### config.mk
export PLATFORM = sky130hd
export DESIGN_NAME = seq_divider
export DESIGN_NICKNAME = d
export VERILOG_FILES = /design/src/rtl/seq_divider.sv
export SDC_FILE = /design/constraint.sdc
export NUM_CORES = 1
export LEC_CHECK = 0
export ABC_AREA = 1
export CORE_AREA = 2 2 68 70
export CTS_CLUSTER_DIAMETER = 200
export DETAILED_ROUTE_END_ITERATION = 16
export DIE_AREA = 0 0 70 72
export GPL_TIMING_DRIVEN = 0
export PLACE_DENSITY = 0.89
export SLEW_MARGIN = 40
export SYNTH_ARGS = -nofsm -noshare
export SYNTH_HDL_FRONTEND = slang
export SYNTH_SLANG_ARGS = --single-unit
export TNS_END_PERCENT = 30
### constraint.sdc
create_clock -name clk -period 2.13 [get_ports clk]
set_clock_uncertainty 0.05 [all_clocks]
set_input_delay 0.426 -clock clk [delete_from_list [all_inputs] [get_ports clk]]
set_output_delay 0.426 -clock clk [all_outputs]
set_load 0.05 [all_outputs]
### src/rtl/seq_divider.sv
// seq_divider: sequential radix-2 restoring divider, one quotient bit per clock.
//
// Optional build macro: SEQ_DIVIDER_SIGNED_EN
//   Defined   - operands are two's complement; truncating division; ovf flags the
//               most-negative / -1 case.
//   Undefined - unsigned only; ovf is tied to 0 and no sign logic is built.
//
// Ports:
//   clk        sole clock, rising edge
//   rst        asynchronous active-low reset
//   start      division request, sampled only while not busy (IDLE or DONE)
//   dividend   DW-bit operand, captured on the accepting edge
//   divisor    VW-bit operand, captured on the accepting edge
//   busy       high in LOAD and RUN
//   done       single-cycle pulse; results valid from this cycle on
//   quotient   DW-bit result register
//   remainder  VW-bit result register
//   div0       last operation had divisor == 0
//   ovf        signed overflow (signed build only, else 0)
module seq_divider #(
  parameter int unsigned DW = 8,
  parameter int unsigned VW = 4
) (
  input  logic          clk,
  input  logic          rst,
  input  logic          start,
  input  logic [DW-1:0] dividend,
  input  logic [VW-1:0] divisor,
  output logic          busy,
  output logic          done,
  output logic [DW-1:0] quotient,
  output logic [VW-1:0] remainder,
  output logic          div0,
  output logic          ovf
);

  localparam int unsigned CW = $clog2(DW + 1);

  typedef enum logic [1:0] {StIdle, StLoad, StRun, StDone} state_e;

  state_e          state_q, state_d;
  logic [DW-1:0]   dividend_q, dividend_d;
  logic [VW-1:0]   divisor_q, divisor_d;
  logic [VW:0]     pr_q, pr_d;
  logic [DW-1:0]   q_q, q_d;
  logic [CW-1:0]   cnt_q, cnt_d;
  logic [DW-1:0]   quotient_q, quotient_d;
  logic [VW-1:0]   remainder_q, remainder_d;
  logic            div0_q, div0_d;

  logic            accept;
  logic            divisor_zero;
  logic            last_iter;
  logic [DW-1:0]   dvd_mag;
  logic [VW-1:0]   dvs_mag;
  logic [VW+1:0]   pr_sh;
  logic [VW+1:0]   trial;
  logic            trial_neg;
  logic [VW:0]     pr_next;
  logic [DW-1:0]   q_next;

  assign accept       = start && ((state_q == StIdle) || (state_q == StDone));
  assign divisor_zero = (divisor_q == '0);
  assign last_iter    = (cnt_q == CW'(1));

`ifdef SEQ_DIVIDER_SIGNED_EN
  logic ovf_q, ovf_d;
  logic dvd_neg, dvs_neg;
  assign dvd_neg = dividend_q[DW-1];
  assign dvs_neg = divisor_q[VW-1];
  // Most-negative dividend still fits as an unsigned DW-bit magnitude.
  assign dvd_mag = dvd_neg ? (DW'(0) - dividend_q) : dividend_q;
  assign dvs_mag = dvs_neg ? (VW'(0) - divisor_q) : divisor_q;
`else
  assign dvd_mag = dividend_q;
  assign dvs_mag = divisor_q;
`endif

  // One restoring step: shift {PR,Q} left, trial-subtract the divisor magnitude.
  assign pr_sh     = {pr_q, q_q[DW-1]};
  assign trial     = pr_sh - {2'b00, dvs_mag};
  assign trial_neg = trial[VW+1];
  assign pr_next   = trial_neg ? pr_sh[VW:0] : trial[VW:0];
  assign q_next    = {q_q[DW-2:0], ~trial_neg};

  // State register
  always_ff @(posedge clk or negedge rst) begin
    if (!rst) begin
      state_q <= StIdle;
    end else begin
      state_q <= state_d;
    end
  end

  // Next-state logic
  always_comb begin
    state_d = state_q;
    unique case (state_q)
      StIdle: if (start) state_d = StLoad;
      StLoad: state_d = divisor_zero ? StDone : StRun;
      StRun:  if (last_iter) state_d = StDone;
      StDone: state_d = start ? StLoad : StIdle;
      default: state_d = StIdle;
    endcase
  end

  // FSM outputs
  always_comb begin
    busy = (state_q == StLoad) || (state_q == StRun);
    done = (state_q == StDone);
  end

  // Datapath next-state
  always_comb begin
    dividend_d  = dividend_q;
    divisor_d   = divisor_q;
    pr_d        = pr_q;
    q_d         = q_q;
    cnt_d       = cnt_q;
    quotient_d  = quotient_q;
    remainder_d = remainder_q;
    div0_d      = div0_q;
`ifdef SEQ_DIVIDER_SIGNED_EN
    ovf_d       = ovf_q;
`endif

    if (accept) begin
      dividend_d = dividend;
      divisor_d  = divisor;
      div0_d     = 1'b0;
`ifdef SEQ_DIVIDER_SIGNED_EN
      ovf_d      = 1'b0;
`endif
    end

    unique case (state_q)
      StLoad: begin
        pr_d  = '0;
        q_d   = dvd_mag;
        cnt_d = CW'(DW);
        if (divisor_zero) begin
          // Raw dividend bits, regardless of signedness.
          quotient_d  = '1;
          remainder_d = dividend_q[VW-1:0];
          div0_d      = 1'b1;
        end
      end
      StRun: begin
        pr_d  = pr_next;
        q_d   = q_next;
        cnt_d = cnt_q - CW'(1);
        if (last_iter) begin
`ifdef SEQ_DIVIDER_SIGNED_EN
          quotient_d  = (dvd_neg ^ dvs_neg) ? (DW'(0) - q_next) : q_next;
          remainder_d = dvd_neg ? (VW'(0) - pr_next[VW-1:0]) : pr_next[VW-1:0];
          ovf_d       = (dividend_q == {1'b1, {(DW-1){1'b0}}}) && (divisor_q == '1);
`else
          quotient_d  = q_next;
          remainder_d = pr_next[VW-1:0];
`endif
        end
      end
      default: ;
    endcase
  end

  // Datapath registers
  always_ff @(posedge clk or negedge rst) begin
    if (!rst) begin
      dividend_q  <= '0;
      divisor_q   <= '0;
      pr_q        <= '0;
      q_q         <= '0;
      cnt_q       <= '0;
      quotient_q  <= '0;
      remainder_q <= '0;
      div0_q      <= 1'b0;
`ifdef SEQ_DIVIDER_SIGNED_EN
      ovf_q       <= 1'b0;
`endif
    end else begin
      dividend_q  <= dividend_d;
      divisor_q   <= divisor_d;
      pr_q        <= pr_d;
      q_q         <= q_d;
      cnt_q       <= cnt_d;
      quotient_q  <= quotient_d;
      remainder_q <= remainder_d;
      div0_q      <= div0_d;
`ifdef SEQ_DIVIDER_SIGNED_EN
      ovf_q       <= ovf_d;
`endif
    end
  end

  assign quotient  = quotient_q;
  assign remainder = remainder_q;
  assign div0      = div0_q;
`ifdef SEQ_DIVIDER_SIGNED_EN
  assign ovf       = ovf_q;
`else
  assign ovf       = 1'b0;
`endif

endmodule
=== Yosys cells after proc, flatten, opt, wreduce, memory -nomap -nowiden ===
Index checks and enable logic that the tools add are counted.

* Output and inout bits: 16
* Bits of input ports: 15
* Word-level logic and storage cells: 45
* Flip-flop bits (word level): 44

* Eq/ne operators: 7
* Reduce and logical (&&, ||, !) cells: 8
* Mux-type cells: 18
* Add/sub/neg operators: 2
* Bitwise logic cells: 1

{| class="wikitable"
|+ Operator list
! kind !! count
|-
| $pmux 8 s2 || 2
|-
| $mux 8 || 2
|-
| $pmux 4 s2 || 2
|-
| $pmux 5 s2 || 1
|-
| $mux 4 || 2
|-
| $pmux 2 s4 || 1
|-
| $ne 2x2->1 const B || 3
|-
| $sub 6x4->6 || 1
|-
| $mux 1 || 5
|-
| $mux 5 || 1
|-
| $eq 2x2->1 const B || 2
|-
| $eq 4x1->1 const B || 1
|-
| $logic_not 4->1 || 1
|-
| $mux 2 || 2
|-
| $sub 4x1->4 const B || 1
|-
| $reduce_and 3->1 || 1
|-
| $eq 2x1->1 const B || 1
|-
| $logic_not 2->1 || 1
|-
| $logic_or 1x1->1 || 2
|-
| $reduce_and 2->1 || 1
|-
| $reduce_bool 2->1 || 1
|-
| $logic_and 1x1->1 || 1
|-
| $not 1->1 || 1
|}

=== Depth between registers and ports, before layout ===
Gate-level depths: netlist of run 1.

* Word-level depth: 6
* Depth in mapped cells: 13
* Mapped depth without buffers: 13

=== Worst setup path after synthesis of run 1 ===
OpenSTA, ideal clock, no wires.

* Path type: reg2reg
* Start: register state_q[1]
* End: register dividend_q[0]
* Library setup time: 0.125 ns
* Path slack: 0.246 ns
* Data required time: 1.955 ns
* Buffers on the path: 0
* Cell stages (with the launch flop): 6
* Clock period less this slack: 1.884 ns
* Arrival: 1.710 ns
* Path through: dfrtp_1 -> inv_1 -> ha_1 -> inv_1 -> nand2_2 -> mux2_2

* Word-level cells in the longest chain between the ends: 3
* Elaborated cells between the ends (all ways): 4
* Those cells by class: 1 x eq/ne; 3 x reduce/logical

{| class="wikitable"
|+ RTL lines
! item !! RTL line !! RTL
|-
| start: declaration || 41 || <nowiki>state_e state_q, state_d;</nowiki>
|-
| start signal: assignment || 89 || <nowiki>state_q <= StIdle;</nowiki>
|-
| start signal: assignment || 91 || <nowiki>state_q <= state_d;</nowiki>
|-
| $eq 2x2->1 / $logic_not 2->1 (equally long branches) || 62 || <nowiki>assign accept = start && ((state_q == StIdle) || (state_q == StDone));</nowiki>
|-
| $logic_or 1x1->1 * || 62 ||
|-
| $logic_and 1x1->1 * || 62 ||
|-
| end signal: assignment || 182 || <nowiki>dividend_q <= dividend_d;</nowiki>
|-
| end: declaration || 42 || <nowiki>logic [DW-1:0] dividend_q, dividend_d;</nowiki>
|}

Every way passes the cells marked *; elsewhere a longest branch is shown, timed or not.
A chain may end at the register's enable or synchronous reset.

=== Worst setup path after layout of run 1 ===
* Start: register div0_q (netlist: div0)
* End: output port div0

{| class="wikitable"
|+ RTL lines
! item !! RTL line !! RTL
|-
| start: declaration || 49 || <nowiki>logic div0_q, div0_d;</nowiki>
|-
| start signal: assignment || 189 || <nowiki>div0_q <= div0_d;</nowiki>
|-
| end: declaration || 33 || <nowiki>output logic div0,</nowiki>
|}

No word-level cell between the ends.

==> results.tsv, run 1 <==
stage	metric	value	unit
routing	WL met3	200	um
yosys	Seq cells post-synth	44	
routing	routed wirelength normalized by instance count	13.3	um
global_routing	Tot GR Track Use	0.200	
setup_path	Crit. Startpoint	div0$_DFF_PN0_	
routing	wire length on met2	2.30	mm
setup_path	worst stage delay on the critical path	810	ps
routing	Iter 0 DRT Violations	98	
floorplanning	total number of placement rows	24	
yosys	synthesized netlist net count	280	
yosys	Post-Syn Area	0.00224	mm2
global_routing	number of global-route vias before repair	1775	
clock_tree	hold buffer count at cts	0	
placed_design	total cell area at the placement stage	0.00260	mm2
routing	drt total wl	4.56	mm
setup_path	data required time of the worst path	1650	ps
setup_path	Worst Path Max Fanout	2	
setup_path	Crit path arrival time	1470	ps
layout	area growth from synthesis to final layout	19.1	%
clock_tree	cell at the root of the clock tree	sky130_fd_sc_hd__clkbuf_8	
global_routing	leftover overflow at the end of global routing	0	
setup_path	Worst Setup EP	div0	
routing	count of vias placed by the detailed router	1778	
clock_tree	number of buffers on the longest clock path	2	
job	reported max-cap violation count	0	
floorplanning	core box area	0.00426	mm2
yosys	proportion of synthesized flip-flops having asynchronous set or reset	1.00	
global_routing	first-pass GRT wire length	8.05	mm
floorplanning	horizontal die dimension	70	um
routing	drt drc	0	
floorplanning	total I/O pin count	31	
setup_path	delay-heaviest family, CP	buffers and inverters	
yosys	Distinct cells, synth	33	
setup_path	reg2reg setup slack	350	ps
layout	Final nets	316	
placed_design	Final Wtd Congestion	0.807	
yosys	Top FF cell, synth	sky130_fd_sc_hd__dfrtp_1	
layout	fill cell instance count of the final layout	378	
setup_path	worst reg2reg path endpoint	state_q[1]$_DFFE_PN0P_	
yosys	number of synthesized flops with an enable pin	0	
sta	worst slew pin tran	543	ps
routing	uppermost signal routing layer after detailed routing	met4	
clock_tree	number of sinks on the clock net	44	
routing	WL met1	2.01	mm
global_routing	antenna violations before repair	0	
setup_path	crit-path cells	clkdlybuf4s50_1	
yosys	top-area cell type share of the netlist area	0.491	
clock_tree	number of CTS-inserted buffers	5	
sta	fin. max-slew vios	0	
floorplanning	Die Span Y	72	um
global_routing	largest net degree at the start of global routing	45	
setup_path	number of stages on the worst setup path	1	
yosys	leading area contributor after synthesis	sky130_fd_sc_hd__dfrtp_1	
sta	post-route fraction of the period consumed by the critical path	0.915	
routing	number of search-and-repair iterations in the first detailed-routing pass	4	
setup_path	category of the most critical setup path	reg -> out	
setup_path	capturing element type of the critical path	primary output	
yosys	count of mapped cells out of synthesis	254	
clock_tree	clock insertion delay at the later pin of the skew report	290	ps
floorplanning	effective utilization at floorplan	0.526	
setup_path	number of cells on the worst reg-to-reg path	5	
floorplanning	die footprint	0.00504	mm2
sta	count of final hold-check violations	0	
clock_tree	Max H-tree Level	2	
clock_tree	CTS tree	yes	
setup_path	total buffers and inverters traversed by the critical path	1	
clock_tree	clock slew seen by the registers of the worst setup and hold paths	80	ps
sta	Max-slew headroom	0.638	
layout	layout cells sized above 1	0.141	
hold_path	worst min path class	in -> async	
yosys	sequential area share after synthesis	0.491	
layout	fin area	0.00267	mm2
routing	ratio of routed vias to standard cells	5.20	
sta	achievable clock frequency	513	MHz
setup_path	startpoint class of the critical path	flip-flop	
yosys	most used standard cell by instance count after synthesis	sky130_fd_sc_hd__nand2_1	
yosys	leading cell types by total area after synthesis	sky130_fd_sc_hd__dfrtp_1 (49%), sky130_fd_sc_hd__nand2_1 (9.5%), sky130_fd_sc_hd__ha_1 (5.6%)	
setup_path	reg-to-reg startpoint	state_q[0]$_DFFE_PN0P_	
placed_design	count of input and output buffers	29	
clock_tree	total setup buffers inserted after CTS	0	
sta	final setup violation count	0	
sta	unrepaired setup endpoints after global routing	no	
placed_design	HPWL reported at the end of detailed placement	3.46	mm
yosys	Warnings, synthesis	0	
yosys	average cell area after synthesis	8.83	um2
routing	remaining number of nets flagged by the antenna check after routing	0	
setup_path	Slowest cell on crit path	sky130_fd_sc_hd__clkdlybuf4s50_1	
yosys	list of most frequent post-synthesis cells	sky130_fd_sc_hd__nand2_1 (57), sky130_fd_sc_hd__dfrtp_1 (44), sky130_fd_sc_hd__inv_1 (23), sky130_fd_sc_hd__nor2_1 (23), sky130_fd_sc_hd__o21ai_0 (15)	
layout	antenna diode instance count	0	
sta	fin crit period	1950	ps
outcome	status	finished clean	
-- cell type report --
type                       count  area (um2)  share of cell area
inverter                      27         115              0.0431
timing repair buffer          29         282               0.105
sequential                    44        1100               0.412
multi-input combinational    173         966               0.362
tap                           52        65.1              0.0244
clock inverter                 2        12.5             0.00468
buffer                        10        61.3              0.0230
clock buffer                   5        68.8              0.0258
-- layer usage --
metal  track usage  vias up
li1              -      891
met4        0.0534        0
met2         0.340       42
met3        0.0389        7
met5             0        -
met1         0.266      838
-- placed cells by master (no fill, tap or decap), types with 4 or more instances in the layout --
cell type / n
sky130_fd_sc_hd__a21oi_1: 12
sky130_fd_sc_hd__buf_2: 4
sky130_fd_sc_hd__or2_1: 4
sky130_fd_sc_hd__dfrtp_1: 44
sky130_fd_sc_hd__clkbuf_8: 5
sky130_fd_sc_hd__nand2_2: 6
sky130_fd_sc_hd__mux2_2: 6
sky130_fd_sc_hd__inv_1: 23
sky130_fd_sc_hd__nand4_1: 5
sky130_fd_sc_hd__ha_1: 10
sky130_fd_sc_hd__clkdlybuf4s50_1: 26
sky130_fd_sc_hd__nor2_2: 4
sky130_fd_sc_hd__o21ai_0: 15
sky130_fd_sc_hd__nand2_1: 57
sky130_fd_sc_hd__nor2_1: 23
sky130_fd_sc_hd__nand3_1: 11
-- metrics by stage --
step                      hold WS (ps)  cells  setup slack (ps)  setup TNS [ps]   util
after floorplan                   80.4    254               246               0      -
after global placement             416    335              -496          -21740  0.609
after detailed placement           406    335              35.6               0  0.609
after CTS                         90.8    342              10.6               0  0.628
after global routing               107    342               149               0  0.626
final                             62.1    342               181               0  0.626
-- cell families (layout without fill, tap and decap cells) --
kind of cell / after synthesis / count (layout) / synth area share
compound gates: 39 / 39 / 0.0987
buf+inv: 37 / 73 / 0.0786
xor+xnor: 1 / 1 / 0.00390
flops: 44 / 44 / 0.491
simple gates: 115 / 115 / 0.231
mux: 6 / 6 / 0.0301
other cells: 1 / 1 / 0.00167
fa+ha+maj: 11 / 11 / 0.0647
-- flip-flops by register name (all words and copies together), names as in the netlist --
register / count
cnt_q: 4
div0: 1
dividend_q: 8
divisor_q: 4
pr_q: 5
q_q: 8
quotient: 8
remainder: 4
state_q: 2
-- how the worst min path moves through the flow --
stage | startpoint | slack, ps | end | cells after the start
floorplan | rst | 80 | cnt_q[0]$_DFFE_PN0P_ | 0
detailed placement | rst | 410 | divisor_q[0]$_DFFE_PN0P_ | 1
global placement | q_q[6]$_DFFE_PN0P_ | 420 | q_q[6]$_DFFE_PN0P_ | 2
CTS | rst | 90 | divisor_q[0]$_DFFE_PN0P_ | 1
finish | rst | 60 | div0$_DFF_PN0_ | 1
global route | rst | 110 | q_q[5]$_DFFE_PN0P_ | 1
-- what timing repair did --
action                                  in CTS  in global routing
endpoints found under the setup margin       2                  1
endpoints found under the hold margin        0                  0
gates resized for setup                      3                  1
Power of run 1 is not shown: default switching activity piles up to over one toggle a cycle in this logic, so the estimate is an artifact.
==> run 2: changes to the inputs <==
Settings changed: SLEW_MARGIN 40 to not set.
==> results.tsv, run 2 (synthesis results as in run 1) <==
stage	metric	value	unit
setup_path	data required time of the worst path	1650	ps
placed_design	Setup Slack @ Placement	26.5	ps
placed_design	Final Wtd Congestion	0.807	
clock_tree	clock slew seen by the registers of the worst setup and hold paths	80	ps
sta	achievable clock frequency	499	MHz
sta	unrepaired setup endpoints after global routing	no	
routing	drt total wl	4.64	mm
routing	routed wirelength normalized by instance count	13.5	um
floorplanning	Die Span Y	72	um
setup_path	capturing element type of the critical path	primary output	
layout	layout cells sized above 1	0.147	
clock_tree	number of CTS-inserted buffers	5	
floorplanning	total I/O pin count	31	
placed_design	count of input and output buffers	29	
routing	count of vias placed by the detailed router	1784	
floorplanning	total number of placement rows	24	
global_routing	antenna violations before repair	0	
placed_design	HPWL reported at the end of detailed placement	3.42	mm
global_routing	number of global-route vias before repair	1759	
sta	final setup violation count	0	
routing	Iter 0 DRT Violations	122	
layout	area growth from synthesis to final layout	20.9	%
clock_tree	CTS tree	yes	
sta	fin crit period	2000	ps
routing	drt drc	0	
setup_path	category of the most critical setup path	reg -> out	
layout	Final nets	318	
setup_path	Worst Path Max Fanout	4	
clock_tree	Max H-tree Level	2	
setup_path	delay-heaviest family, CP	buffers and inverters	
clock_tree	total setup buffers inserted after CTS	0	
floorplanning	die footprint	0.00504	mm2
setup_path	crit-path cells	inv_1 -> ha_1 -> clkdlybuf4s15_2	
setup_path	Slowest cell on crit path	sky130_fd_sc_hd__dfrtp_1	
global_routing	leftover overflow at the end of global routing	0	
sta	count of final hold-check violations	0	
routing	ratio of routed vias to standard cells	5.17	
clock_tree	cell at the root of the clock tree	sky130_fd_sc_hd__clkbuf_8	
global_routing	largest net degree at the start of global routing	41	
sta	smallest setup slack after layout	128	ps
global_routing	first-pass GRT wire length	8.07	mm
layout	antenna diode instance count	0	
layout	commonest non-fill, non-tap cell in the layout	sky130_fd_sc_hd__nand2_1	
setup_path	total buffers and inverters traversed by the critical path	2	
floorplanning	effective utilization at floorplan	0.526	
sta	post-route fraction of the period consumed by the critical path	0.940	
routing	number of search-and-repair iterations in the first detailed-routing pass	4	
routing	remaining number of nets flagged by the antenna check after routing	0	
global_routing	Tot GR Track Use	0.204	
setup_path	Crit path arrival time	1530	ps
floorplanning	horizontal die dimension	70	um
sta	fin. max-slew vios	0	
clock_tree	number of buffers on the longest clock path	2	
layout	commonest non-fill, non-tap cells in the layout	sky130_fd_sc_hd__nand2_1 (57), sky130_fd_sc_hd__dfrtp_1 (44), sky130_fd_sc_hd__clkdlybuf4s50_1 (26)	
clock_tree	clock insertion delay at the later pin of the skew report	300	ps
setup_path	worst stage delay on the critical path	390	ps
outcome	status	finished clean	
floorplanning	core box area	0.00426	mm2
clock_tree	number of sinks on the clock net	44	
hold_path	worst min path class	in -> async	
setup_path	startpoint class of the critical path	flip-flop	
sta	Total Negative Setup Slacks	0	ps
job	reported max-cap violation count	0	
[run 2: cell count changes in the layout (fill, tap and decap cells not counted), sizes merged]
cell,change
buf,+1
clkbuf,-1
clkdlybuf4s15,+1
clkinv,+2
clkinvlp,-1
dlygate4sd3,+1
[run 2: stage by stage]
step | instances | utilization | area, um2 | hold WS [ps]
floorplan | 254 | - | 2240 | 80.4
global placement | 335 | 0.609 | 2600 | 416
detailed placement | 336 | 0.613 | 2610 | 211
CTS | 345 | 0.636 | 2710 | 419
global route | 345 | 0.636 | 2710 | 439
finish | 345 | 0.636 | 2710 | 422
[run 2: final cells by class]
type                       count  area, um2
fill                         358       1550
inverter                      27        115
buffer                        10       61.3
sequential                    44       1100
tap                           52       65.1
clock inverter                 3       18.8
timing repair buffer          31        315
multi-input combinational    173        966
clock buffer                   5       68.8
[run 2: final timing paths]
kind | start | endpoint | slack (ps) | cells past startpoint
max in group asynchronous | rst | q_q[1]$_DFFE_PN0P_ | 1180 | 3
worst max-delay path | state_q[0]$_DFFE_PN0P_ | busy | 130 | 3
worst min-delay path | rst | divisor_q[0]$_DFFE_PN0P_ | 420 | 2
worst min register to register | quotient[0]$_DFFE_PN0P_ | quotient[0]$_DFFE_PN0P_ | 440 | 2
worst max register to register | state_q[0]$_DFFE_PN0P_ | divisor_q[3]$_DFFE_PN0P_ | 320 | 7
min in group clk | quotient[0]$_DFFE_PN0P_ | quotient[0]$_DFFE_PN0P_ | 440 | 2
[run 2: timing repair]
action	CTS	global route
hold buffers	1	0
gates resized for setup	4	0
hold endpoints to repair	4	0
setup endpoints to repair	2	0
[run 2: worst reg2reg max path: stages (launching register included)]
cell and delay, ps:
sky130_fd_sc_hd__dfrtp_1 390, sky130_fd_sc_hd__inv_1 90, sky130_fd_sc_hd__ha_1 360, sky130_fd_sc_hd__inv_1 160, sky130_fd_sc_hd__nand2_2 190, sky130_fd_sc_hd__buf_2 240
sky130_fd_sc_hd__nor2_1 140, sky130_fd_sc_hd__a21oi_1 70
[run 2: per-layer routing]
layer,global-route usage,up-vias,part of all wire
li1,-,894,-
met1,0.273,837,0.46
met2,0.331,44,0.48
met3,0.0472,9,0.041
met4,0.0726,0,0.017
met5,0,-,0
Power of run 2 is left out for the same reason.
==> run 3: changes to the inputs <==
Settings changed: CAP_MARGIN set to 20.
==> results of run 3 <==
Final layout, timing and power as in run 2 (identical DEF).
Power of run 3 is left out for the same reason.
